**src/rtl/result_unloader.sv**
```systemverilog
// Drains the matmul result region from data memory as big-endian words, row-major.
// Define RESULT_UNLOADER_CHECKSUM_EN to append a mod-2^32 sum trailer word.
module result_unloader #(
    parameter int M      = 2,
    parameter int N      = 4,
    parameter int N2     = 2,
    parameter int W      = 32,
    parameter int ADDR_W = 16
) (
    input  logic              CLOCK_50,
    input  logic              reset,
    input  logic              start,
    output logic [ADDR_W-1:0] mem_addr,
    output logic              mem_rd,
    input  logic [7:0]        mem_rdata,
    output logic              out_valid,
    input  logic              out_ready,
    output logic [W-1:0]      out_data,
    output logic [7:0]        out_row,
    output logic [7:0]        out_col,
    output logic              out_last,
    output logic              busy,
    output logic              finished
);

    localparam int BASE = M * N * 4 + N * N2 * 4;

    typedef enum logic [2:0] {
        IDLE,
        RD,
        OUT,
        TRL,
        FIN
    } state_t;

    state_t            state_q, state_d;
    logic              start_q;
    logic              rd_q;
    logic [2:0]        cnt_q;
    logic [7:0]        row_q;
    logic [7:0]        col_q;
    logic [W-1:0]      word_q;
    logic [W-1:0]      sum_q;
    logic              trl_q;
    logic              last_word;
    logic [ADDR_W-1:0] rd_addr;

    assign last_word = (row_q == 8'(M - 1)) && (col_q == 8'(N2 - 1));
    assign rd_addr   = ADDR_W'(BASE + 4 * (int'(row_q) * N2 + int'(col_q))
                               + int'(cnt_q));

    always_comb begin
        state_d   = state_q;
        mem_rd    = 1'b0;
        mem_addr  = '0;
        out_valid = 1'b0;
        out_last  = 1'b0;
        busy      = 1'b0;
        finished  = 1'b0;
        out_data  = word_q;
        out_row   = trl_q ? 8'hFF : row_q;
        out_col   = trl_q ? 8'hFF : col_q;
        unique case (state_q)
            IDLE: begin
                if (start && !start_q)
                    state_d = RD;
            end
            RD: begin
                busy = 1'b1;
                // cnt 4 is the bubble that waits for the last byte to land
                if (cnt_q != 3'd4) begin
                    mem_rd   = 1'b1;
                    mem_addr = rd_addr;
                end else begin
                    state_d = OUT;
                end
            end
            OUT: begin
                busy      = 1'b1;
                out_valid = 1'b1;
`ifdef RESULT_UNLOADER_CHECKSUM_EN
                out_last = trl_q;
                if (out_ready) begin
                    if (trl_q)
                        state_d = FIN;
                    else if (last_word)
                        state_d = TRL;
                    else
                        state_d = RD;
                end
`else
                out_last = last_word;
                if (out_ready)
                    state_d = last_word ? FIN : RD;
`endif
            end
            TRL: begin
                busy    = 1'b1;
                state_d = OUT;
            end
            FIN: begin
                finished = 1'b1;
                state_d  = IDLE;
            end
            default: state_d = IDLE;
        endcase
    end

    always_ff @(posedge CLOCK_50) begin
        if (reset) begin
            state_q <= IDLE;
            start_q <= 1'b0;
            rd_q    <= 1'b0;
            cnt_q   <= '0;
            row_q   <= '0;
            col_q   <= '0;
            word_q  <= '0;
        end else begin
            state_q <= state_d;
            start_q <= start;
            rd_q    <= mem_rd;
            if (rd_q)
                word_q <= {word_q[W-9:0], mem_rdata};
            if (state_q == TRL)
                word_q <= sum_q;
            case (state_q)
                IDLE: begin
                    cnt_q <= '0;
                    row_q <= '0;
                    col_q <= '0;
                end
                RD: cnt_q <= (cnt_q == 3'd4) ? 3'd0 : cnt_q + 3'd1;
                OUT: begin
                    if (out_ready && !trl_q && !last_word) begin
                        if (col_q == 8'(N2 - 1)) begin
                            col_q <= '0;
                            row_q <= row_q + 8'd1;
                        end else begin
                            col_q <= col_q + 8'd1;
                        end
                    end
                end
                default: ;
            endcase
        end
    end

`ifdef RESULT_UNLOADER_CHECKSUM_EN
    always_ff @(posedge CLOCK_50) begin
        if (reset || state_q == IDLE) begin
            sum_q <= '0;
            trl_q <= 1'b0;
        end else if (state_q == OUT && out_ready && !trl_q) begin
            sum_q <= sum_q + word_q;
        end else if (state_q == TRL) begin
            trl_q <= 1'b1;
        end
    end
`else
    assign sum_q = '0;
    assign trl_q = 1'b0;
`endif

endmodule

```
**config.mk**
```make
export PLATFORM = sky130hd
export DESIGN_NAME = result_unloader
export DESIGN_NICKNAME = d
export VERILOG_FILES = /design/src/rtl/result_unloader.sv
export SDC_FILE = /design/constraint.sdc
export NUM_CORES = 1
export LEC_CHECK = 0
export BUFFER_PORTS_ARGS = -buffer_cell sky130_fd_sc_hd__buf_2
export CORE_MARGIN = 4
export CORE_UTILIZATION = 52
export DETAILED_ROUTE_END_ITERATION = 8
export GPL_TIMING_DRIVEN = 0
export PLACE_DENSITY = 0.8
export SYNTH_ARGS = -nofsm -noshare
export SYNTH_HDL_FRONTEND = slang
export SYNTH_SLANG_ARGS = --single-unit
```
**constraint.sdc**
```tcl
create_clock -name CLOCK_50 -period 3.4 [get_ports CLOCK_50]
set_input_delay 0.68 -clock CLOCK_50 [delete_from_list [all_inputs] [get_ports CLOCK_50]]
set_output_delay 0.68 -clock CLOCK_50 [all_outputs]
set_load 0.005 [all_outputs]
```
After elaboration in Yosys (flattened, before gate mapping)
Cells that the tools add are included.

storage, ports and cells
  register bits = 56
  input bits = 12
  word-level logic and storage cells = 60
  output and inout port bits = 69

operators by class
  equal/unequal tests = 13
  muxes and demuxes = 21
  $add $sub $neg = 6
  reductions and logical operators = 13

operators by type and width
  kind                     count
  $mux W8                  4
  $pmux W8 S2              2
  $add A8 B1 Y8 const B    2
  $eq A8 B1 Y1 const B     2
  $mux W16                 1
  $mux W3                  5
  $add A13 B3 Y14          1
  $mux W14                 1
  $add A7 B12 Y13 const A  1
  $pmux W3 S4              1
  $add A9 B8 Y10           1
  $ne A2 B2 Y1 const B     5
  $eq A3 B2 Y1 const B     2
  $eq A3 B3 Y1 const B     2
  $mux W1                  6
  $pmux W3 S2              1
  $reduce_and A3 Y1        2
  $reduce_bool A2 Y1       2
  $add A3 B1 Y3 const B    1
  $eq A3 B1 Y1 const B     1
  $logic_and A1 B1 Y1      3
  $logic_not A3 Y1         1
  $ne A3 B3 Y1 const B     1
  $reduce_or A3 Y1         1
  other kinds (3)          4

Longest topological paths before layout
Gate-level depths: netlist of run 1.

  word-level depth = 6
  depth in mapped cells = 9
  gate-level depth less buffers = 9

Worst setup path before layout of run 1
Ideal clock, no wire load.

  path kind = reg2out
  start = register row_q[0], in the netlist out_row[0]
  end = output mem_addr[11]
  path slack = 644 ps
  required time = 2720 ps
  arrival time = 2076 ps
  path buffers = 0
  stages on the path, launching flop included = 9
  path through = dfxtp_1 -> ha_1 -> fa_1 -> a21oi_1 -> o21bai_1 -> xor2_1 -> o211ai_1 -> or2_1 -> a21oi_1

between the ends
  word-level cells in the longest chain between the ends = 5

RTL lines
  item                    RTL line  RTL
  start, declared         40        logic [7:0] row_q;
  start signal, assigned  137       row_q <= row_q + 8'd1;
  $add A9 B8 Y10          49        assign rd_addr = ADDR_W'(BASE + 4 * (int'(row_q) * N2 + int'(col_q))
  $add A7 B12 Y13         49
  $add A13 B3 Y14         50        + int'(cnt_q));
  $mux W14                71        if (cnt_q != 3'd4) begin
  $mux W16                63        unique case (state_q)
  end, declared           13        output logic [ADDR_W-1:0] mem_addr,

No other way between the ends.

Worst setup path in the final report of run 1
  start = register col_q[6], in the netlist out_col[6]
  end = output mem_addr[11]

between the ends
  word-level cells in the longest chain between the ends = 5

RTL lines
  item                    RTL line  RTL
  start, declared         41        logic [7:0] col_q;
  start signal, assigned  139       col_q <= col_q + 8'd1;
  $add A9 B8 Y10          49
  $add A7 B12 Y13         49
  $add A13 B3 Y14         50
  $mux W14                71
  $mux W16                63

No other way between the ends.

==> run_results.csv, run 1 <==
group,metric,value,unit
status,outcome,"completed",
place,dp.final_hpwl,5219,um
floorplanning,die_y,82.80,um
timing,worst_slack,156.2,ps
worst_hold_path,hold_path_end,"out_data[30]",
worst_setup_path,crit_required,2720,ps
timing,maxSlewHeadroom,52.76,%
global_route,grt_most_used_layer,"met2",
floorplanning,fp.dieArea,6855,um2
worst_setup_path,worst-path-buf-inv,1,
cts,htree_num_levels,2,
floorplanning,num_rows,26,
worst_setup_path,r2r_start,"out_row[1]",
synth,library_cell_with_the_largest_summed_area_after_synthesis,"dfxtp_1",
worst_setup_path,worst_setup_path_end_kind,"primary output",
power,power.ir.vdd_worst,320.8,uV
synth,synth.avg_cell_area,8.842,um2
timing,grt_setup_unrepaired,"no",
layout,final_common_cell,"buf_2",
power,power.density,377.0,nW/um2
place,place_ws,335.5,ps
cts,clockRootBuffer,"clkbuf_8",
cts,cts-hold-fix-buffers,0,
drt,average_via_count_per_standard_cell,5.331,
power,leakage,1.603,nW
drt,detailedRoute.firstPassIterationCount,4,
layout,layout.cells.most_common_list,"buf_2 (78), nor2_1 (69), dfxtp_1 (53)",
timing,max_freq,308.3,MHz
place,globalplace.congestion,0.8403,
worst_setup_path,cpMaxStageDelayCell,"dfxtp_1",
global_route,use_met1,25.69,%
floorplanning,die_x,82.80,um
worst_setup_path,worst_path_dominant_cell_family,"simple AND/OR/NAND/NOR gates",
worst_hold_path,worstHoldStart,"out_data[30]",
worst_hold_path,min_path_cells,2,
drt,first_iteration_detailed_routing_drc_count,100,
layout,final_core_utilization,66.76,%
global_route,via_count_of_the_first_global_routing_pass,2369,
synth,synthesis.instances,329,
layout,filler_instances,481,
worst_setup_path,criticalPathCategory,"flip-flop to primary output",
global_route,global_route.usage.met3,4.428,%
layout,final_cell_count_no_fill,487,
worst_setup_path,worstPathArrival,2560,ps
worst_setup_path,path_cells,"ha_1, or3b_2, o221ai_1, or3_1, a22oi_1, or2_1, a21oi_1, buf_2",
worst_setup_path,reg2reg_setup_slack,1120,ps
synth,synth_async_sr_flop_share,0,%
global_route,grt_remaining_overflow,0,
drt,drt-total-wl,6765,um
synth,post-synth-top-area-fraction,38.54,%
synth,seq_area_frac_synth,38.54,%
cts,clkLatencyLatePin,320,ps
drt,detailed_route_via_count,2596,
synth,yosysWarningCount,0,
global_route,grt_antenna_before_repair,0,
timing,final_min_period_over_clock_period,95.41,%
worst_hold_path,type_of_the_worst_min_delay_path,"flip-flop to flip-flop",
timing,clock_skew,9.824,ps
floorplanning,initial_core_util,55.20,%
drt,drt-wirelength-per-cell,13.89,um
drt,post-route-drc-count,0,
timing,maxSlewViolCount,0,
cts,cts.clk_slew.worst_paths,110,ps
worst_setup_path,cp-startpoint,"out_col[6]",
global_route,use_met2,34.29,%
timing,fin_setup_tns,0,ps
global_route,global_route_wire_length_before_repair,10750,um
cts,cts_tree,"done",
timing,transition_time_at_the_pin_with_the_least_slew_margin,708.6,ps
synth,ys_top_cells_by_area,"dfxtp_1 (39%), mux2i_1 (11%), nor2_1 (8.9%)",
layout,multi_input_area,1672,um2
timing,timing.final.hold_violations,0,
timing,timing.final.setup_violations,0,
worst_setup_path,timing.reg2reg.worst_path_depth,8,
timing,final_worst_path_period_need,3244,ps
layout,post_route_cells_drive_above_1_share,26.38,%
run,maxCapViolCount,0,
worst_setup_path,critical-path-max-stage-delay,500,ps
worst_setup_path,critical_path.reg2reg.endpoint,"out_row[4]",
synth,synth.cell_area,2909,um2
synth,synth.lib_cells_used.distinct,50,
floorplanning,placeableCoreArea,5270,um2
cts,numClockSinks,56,
cts,max-clock-path-buffers,2,
power,totalPowerFinal,0.001326,W
floorplanning,io_pins,81,
layout,diodes,0,
drt,drt.antenna.violating_nets,0,
synth,synth_edf_count,0,
global_route,maximum_number_of_pins_on_one_net_before_global_route_repair,20,
layout,ff_latch_area,1125,um2
place,port-buffer-count,76,
layout,layout-area-overhead-vs-synth,20.95,%
place,numPlacedInstances,478,
synth,yosys_most_used_dff,"dfxtp_1",
worst_setup_path,startpoint_type,"flip-flop",
layout,finalNetCount,444,
global_route,grt.total_usage,20.15,%
cts,cts_buffers,5,
synth,synth.ff_latch_count,56,
worst_setup_path,critical_path.max_fanout,6,
-- stage by stage --
stage               hold WS [ps]  instance area, um2
detailed placement         482.1                3388
global placement           466.4                3388
CTS                        510.9                3486
finish                     506.3                3518
floorplan                  485.4                2920
global route               541.3                3518
-- cell usage after synthesis (2+ instances only) --
cell type,n
nand3_1,7
nand2_1,12
xor2_1,12
clkbuf_1,6
xnor2_1,8
or3_1,4
buf_6,2
a31oi_1,3
or3b_2,2
o21ai_0,7
nor2_1,69
and3_1,2
mux2i_1,32
dfxtp_1,56
nor4b_1,2
nand2b_1,3
ha_1,15
nor2b_1,5
o21bai_1,2
buf_2,2
and2_1,4
a22oi_1,3
nand4_1,5
nor3_1,8
or2_2,2
buf_1,4
a21oi_1,12
inv_1,14
o221ai_1,2
buf_4,4
-- flip-flops by register name, indices dropped and copies added, names as in the netlist --
name / count
out_col: 8
rd_q: 1
out_data: 32
out_row: 8
state_q: 3
start_q: 1
cnt_q: 3
-- worst max-delay path by stage --
stage / to / slack (ps) / depth (start not counted)
2_1_floorplan: mem_addr[11] / 640 / 8
3_3_place_gp: mem_addr[11] / 400 / 9
3_5_place_dp: mem_addr[11] / 340 / 9
4_1_cts: mem_addr[11] / 20 / 8
5_1_grt: mem_addr[11] / 20 / 8
6_report: mem_addr[11] / 160 / 8
-- power breakdown --
group / internal [W] / switching, W / total (W) / leakage [nW]
clock network: 0.000151 / 0.000226 / 0.000377 / 0.0452
registers: 0.000676 / 0.0000230 / 0.000699 / 0.454
logic: 0.000105 / 0.000145 / 0.000250 / 1.10
-- layout make-up --
cell class / count / share of cell area, %
multi-input cells: 244 / 47.51
repair buffers: 77 / 11.02
flip-flops and latches: 56 / 31.97
clock inverters: 3 / 0.7112
plain buffers: 18 / 2.845
clock buffers: 5 / 1.956
inverters: 14 / 1.494
well taps: 70 / 2.489
-- cells by family after synthesis --
family | share of synthesized area [%]
xor gates and xnor gates | 6.022
muxes | 11.01
AOI/OAI and AO/OA | 8.215
DFF | 38.54
and+or+nand+nor | 23.70
other | 0.1289
adders and majority gates | 7.140
buffers and inverters | 5.247
-- per-layer routing --
layer	vias to the layer above	share of wire (%)
met2	75	49
met4	0	1.6
met3	14	5.6
li1	1289	-
met1	1218	44
met5	-	0
-- timing repair --
item | in CTS | in global routing
pin swaps | 0 | 2
resized for setup | 1 | 7
setup endpoints to repair | 1 | 2
setup buffers | 0 | 1
-- worst register-to-register path, stage by stage, from the launching register on --
cell     delay [ps]
dfxtp_1         520
inv_1            80
ha_1            170
nor4b_1         140
nand4_1         200
or3b_4          430
or4_1           430
xor2_1          160
nor2_1           50
Power figures use the tool's default switching activity.
==> inputs of run 2 (changes only) <==
GPL_TIMING_DRIVEN = not set   (was 0)
==> run 2 against run 1 <==
Against the previous run:
- register-to-register slack got worse by 90 ps
- final area fell by 2.8%
- power fell by 1.9%
- critical endpoint unchanged
==> run_results.csv, run 2 (synthesis gave the netlist of run 1 again) <==
group,metric,value,unit
status,outcome,"completed",
layout,largest_reg_flops,32,
global_route,via_count_of_the_first_global_routing_pass,2141,
cts,cts_tree,"done",
worst_setup_path,critical-path-max-stage-delay,420,ps
layout,post_route_cells_drive_above_1_share,25.75,%
place,dp.final_hpwl,4745,um
cts,clkLatencyLatePin,300,ps
global_route,grt.total_usage,18.52,%
power,power.ir.vdd_worst,334.0,uV
timing,max_freq,302.0,MHz
cts,clockRootBuffer,"clkbuf_8",
timing,timing.final.setup_violations,0,
drt,detailed_route_via_count,2518,
worst_setup_path,worstPathArrival,2630,ps
floorplanning,fp.dieArea,6855,um2
cts,postCtsSetupRepairBufs,0,
global_route,maximum_number_of_pins_on_one_net_before_global_route_repair,33,
worst_setup_path,criticalPathCategory,"flip-flop to primary output",
worst_hold_path,type_of_the_worst_min_delay_path,"flip-flop to flip-flop",
worst_setup_path,crit_required,2720,ps
place,place_ws,377.3,ps
layout,filler_instances,489,
place,port-buffer-count,76,
place,globalplace.congestion,0.8035,
drt,first_iteration_detailed_routing_drc_count,115,
layout,layout.cells.most_common_list,"buf_2 (76), nor2_1 (69), dfxtp_1 (53)",
floorplanning,die_x,82.80,um
layout,diodes,0,
timing,timing.final.hold_violations,0,
drt,detailedRoute.firstPassIterationCount,4,
power,leakage,1.555,nW
global_route,grt_antenna_before_repair,0,
worst_setup_path,worst_setup_path_end_kind,"primary output",
floorplanning,io_pins,81,
worst_setup_path,critical_path.max_fanout,7,
drt,drt.antenna.violating_nets,0,
timing,final_min_period_over_clock_period,97.40,%
drt,wl_met2,2966,um
drt,drt-total-wl,6281,um
power,power.density,380.5,nW/um2
drt,met1_length,2937,um
cts,cts-hold-fix-buffers,0,
worst_setup_path,startpoint_type,"flip-flop",
timing,clock_skew,4.299,ps
timing,transition_time_at_the_pin_with_the_least_slew_margin,942.6,ps
drt,top_signal_layer_used,"met4",
cts,numClockSinks,56,
floorplanning,placeableCoreArea,5270,um2
timing,maxSlewViolCount,0,
layout,final_common_cell,"buf_2",
cts,cts.clk_slew.worst_paths,100,ps
floorplanning,die_y,82.80,um
cts,htree_num_levels,2,
cts,cts_resized,0,
timing,maxSlewHeadroom,37.16,%
run,maxCapViolCount,0,
power,totalPowerFinal,0.001301,W
timing,hold_worst_slack,501.2,ps
cts,max-clock-path-buffers,2,
worst_setup_path,path_cells,"ha_1, fa_1, a21oi_2, o21bai_1, xor2_1, o211ai_1, or2_1, a21oi_1, buf_2",
drt,average_via_count_per_standard_cell,5.357,
global_route,global_route_wire_length_before_repair,10020,um
global_route,grt_remaining_overflow,0,
drt,post-route-drc-count,0,
worst_setup_path,cpMaxStageDelayCell,"fa_1",
timing,worst_slack,88.47,ps
layout,finalNetCount,427,
timing,final_worst_path_period_need,3312,ps
floorplanning,initial_core_util,55.20,%
layout,layout-area-overhead-vs-synth,17.55,%
floorplanning,num_rows,26,
drt,drt-wirelength-per-cell,13.36,um
cts,cts_buffers,5,
drt,wl_met3,334,um
run 2: cell count changes in the layout (fill, tap and decap cells not counted):
| cell | previous run | this run |
|---|---|---|
| clkbuf_1 | 6 | 0 |
| buf_1 | 4 | 0 |
| buf_4 | 5 | 2 |
| buf_2 | 78 | 76 |
| buf_6 | 2 | 0 |
| a21oi_2 | 2 | 3 |
| a21oi_4 | 1 | 0 |
| fa_1 | 0 | 1 |
| fa_2 | 1 | 0 |
| o21bai_1 | 2 | 1 |
| o21bai_2 | 0 | 1 |
run 2: layer usage:
metal  vias to the layer above  track usage [%]
met5                         -                0
met4                         0            2.941
met3                         6            3.348
met2                        63            30.21
met1                      1192            26.02
li1                       1257                -
run 2: cell type report:
cell class | count | area [um2] | share of cell area, %
multi-input combinational | 244 | 1665 | 48.70
sequential | 56 | 1125 | 32.89
timing repair buffer | 78 | 395.4 | 11.56
tap | 70 | 87.58 | 2.561
clock buffer | 5 | 68.82 | 2.012
inverter | 14 | 52.55 | 1.537
clock inverter | 3 | 25.02 | 0.7318
run 2: worst paths after layout:
check	startpoint	to	slack, ps	cells after the start
setup / recovery	out_row[0]	mem_addr[11]	90	9
hold / removal	out_data[27]	out_data[27]	500	2
setup reg to reg	out_row[1]	out_row[4]	1030	8
hold reg to reg	out_data[27]	out_data[27]	500	2
run 2: report_power, final:
group / switching [W] / leakage, nW / internal [W]
combinational: 0.000110 / 1.06 / 0.0000917
clock: 0.000225 / 0.0452 / 0.000151
sequential: 0.0000468 / 0.454 / 0.000676
total: 0.000382 / 1.55 / 0.000919
run 2: stage by stage:
stage                     TNS [ps]  util (%)  cells  area (um2)
after floorplan                  0         -    332        2920
after global placement           0     62.77    462        3308
after detailed placement         0     62.77    462        3308
after CTS                        0     64.55    470        3402
after global routing        -40.06     64.89    470        3420
final                            0     64.89    470        3420
run 2: worst max-delay path, delay by kind of cell (launching register included):
family | cells | cell delay (ps)
AOI/OAI and AO/OA | 4 | 650
adders and majority gates | 2 | 650
buffers and inverters | 1 | 120
xor gates and xnor gates | 1 | 290
DFF | 1 | 370
and+or+nand+nor | 1 | 250
==> inputs of run 3 (changes only) <==
CORE_MARGIN = 1.5   (was 4)
PLACE_DENSITY = not set   (was 0.8)
PLACE_DENSITY_LB_ADDON = 0.3   (was not set)
==> run 3 against run 2 <==
Against the previous run:
- non-clock buffer count increased by 2
- clock skew increased by 8.6 ps
- register-to-register slack barely moved
- via count is 1.4% lower
- wire length down 1.9%
- final cell count up 0.85%
- critical path depth stayed put
- die area decreased by 12%
- sequential cell count unchanged
- utilization is 1.9 points lower
- power up 0.52%
- global-route usage is 2.0 points higher
- critical endpoint unchanged
- largest power group unchanged
- highest routed layer unchanged
==> run_results.csv, run 3 (synthesis gave the netlist of run 1 again) <==
group,metric,value,unit
status,outcome,"completed",
worst_setup_path,startpoint_type,"flip-flop",
worst_setup_path,worstPathArrival,2580,ps
power,power.ir.vdd_worst,234.5,uV
floorplanning,initial_core_util,53.49,%
drt,detailedRoute.firstPassIterationCount,4,
cts,clockRootBuffer,"clkbuf_8",
timing,max_freq,307.1,MHz
timing,grt_setup_unrepaired,"no",
worst_setup_path,worst_path_dominant_cell_family,"compound AO/OA/AOI/OAI gates",
global_route,via_count_of_the_first_global_routing_pass,2179,
layout,layout.cells.most_common_list,"buf_2 (76), nor2_1 (69), dfxtp_1 (53)",
drt,drt-total-wl,6160,um
drt,first_iteration_detailed_routing_drc_count,133,
cts,cts.clk_slew.worst_paths,110,ps
floorplanning,placeableCoreArea,5439,um2
run,maxCapViolCount,0,
worst_setup_path,critical-path-max-stage-delay,380,ps
global_route,grt_remaining_overflow,0,
floorplanning,io_pins,81,
timing,timing.final.hold_violations,0,
timing,clock_skew,12.87,ps
layout,finalNetCount,429,
timing,final_min_period_over_clock_period,95.77,%
timing,transition_time_at_the_pin_with_the_least_slew_margin,948.3,ps
timing,timing.final.setup_violations,0,
worst_setup_path,path_cells,"ha_1, fa_2, a21oi_2, o21bai_1, xor2_1, o211ai_1, or2_1, a21oi_1, buf_2",
worst_setup_path,worst-path-buf-inv,1,
drt,average_via_count_per_standard_cell,5.241,
cts,max-clock-path-buffers,2,
global_route,grt_antenna_before_repair,0,
worst_setup_path,worst_setup_path_end_kind,"primary output",
worst_setup_path,critical_path.max_fanout,7,
power,leakage,1.563,nW
layout,final_common_cell,"buf_2",
layout,layout-area-overhead-vs-synth,17.85,%
global_route,global_route_wire_length_before_repair,10090,um
cts,cts_tree,"done",
layout,post_route_cells_drive_above_1_share,25.87,%
drt,drt-wirelength-per-cell,13.00,um
power,power.density,381.5,nW/um2
floorplanning,die_y,77.80,um
layout,diodes,0,
floorplanning,num_rows,27,
drt,detailed_route_via_count,2484,
timing,final_worst_path_period_need,3256,ps
cts,numClockSinks,56,
cts,cts-hold-fix-buffers,0,
cts,htree_num_levels,2,
global_route,maximum_number_of_pins_on_one_net_before_global_route_repair,33,
drt,drt.antenna.violating_nets,0,
cts,cts_buffers,5,
worst_hold_path,type_of_the_worst_min_delay_path,"flip-flop to flip-flop",
floorplanning,fp.dieArea,6052,um2
worst_setup_path,criticalPathCategory,"flip-flop to primary output",
place,dp.final_hpwl,4668,um
timing,maxSlewViolCount,0,
power,totalPowerFinal,0.001308,W
place,place_ws,363.6,ps
layout,largest_reg_flops,32,
worst_setup_path,cpMaxStageDelayCell,"dfxtp_2",
place,globalplace.congestion,0.8832,
place,port-buffer-count,76,
global_route,grt.total_usage,20.52,%
timing,worst_slack,143.7,ps
worst_setup_path,reg2reg_setup_slack,1040,ps
cts,clkLatencyLatePin,320,ps
timing,fin_setup_tns,0,ps
drt,post-route-drc-count,0,
worst_setup_path,crit_required,2720,ps
timing,maxSlewHeadroom,36.78,%
floorplanning,die_x,77.80,um
## run 3: repair_timing
| action | CTS | global route |
|---|---|---|
| gates resized for setup | 0 | 4 |
| setup endpoints to repair | 0 | 4 |
| setup buffers | 0 | 1 |
## run 3: worst reg2reg max path, stage by stage, from the launching register on
cell     delay, ps
dfxtp_1        520
inv_1           80
ha_1           200
nor4b_1        150
nand4_1        200
or3b_4         490
or4_1          440
xor2_1         140
nor2_1          50
## run 3: power breakdown
| part | leakage (nW) | internal, W | total [W] | switching (W) |
|---|---|---|---|---|
| clock network | 0.0452 | 0.000151 | 0.000383 | 0.000232 |
| logic | 1.06 | 0.0000920 | 0.000201 | 0.000109 |
| registers | 0.454 | 0.000677 | 0.000724 | 0.0000476 |
## run 3: final cells by class
| type | count | area, um2 |
|---|---|---|
| clock inverter | 3 | 25.02 |
| tap | 72 | 90.09 |
| inverter | 14 | 52.55 |
| sequential | 56 | 1125 |
| clock buffer | 5 | 68.82 |
| multi-input combinational | 244 | 1657 |
| timing repair buffer | 80 | 410.4 |
| fill | 482 | 2011 |
## run 3: stage by stage
stage | instance area [um2] | util (%) | instances | hold slack (ps)
CTS | 3412 | 62.73 | 473 | 507.6
global placement | 3318 | 61.01 | 465 | 466.4
global route | 3428 | 63.03 | 474 | 553.3
finish | 3428 | 63.03 | 474 | 500.8
detailed placement | 3318 | 61.01 | 465 | 481.8
floorplan | 2920 | - | 332 | 485.4
## run 3: per-layer routing
| metal | track usage [%] | routed length (um) |
|---|---|---|
| met1 | 26.93 | 2909 |
| met2 | 32.61 | 2839 |
| met3 | 3.294 | 283 |
| met4 | 10.00 | 128 |
| met5 | 0 | 0 |
## run 3: final timing paths
path / from / endpoint / depth (start not counted)
max: out_row[0] / mem_addr[11] / 9
min: out_data[30] / out_data[30] / 2
max reg2reg: out_row[1] / out_row[4] / 8
min reg2reg: out_data[30] / out_data[30] / 2
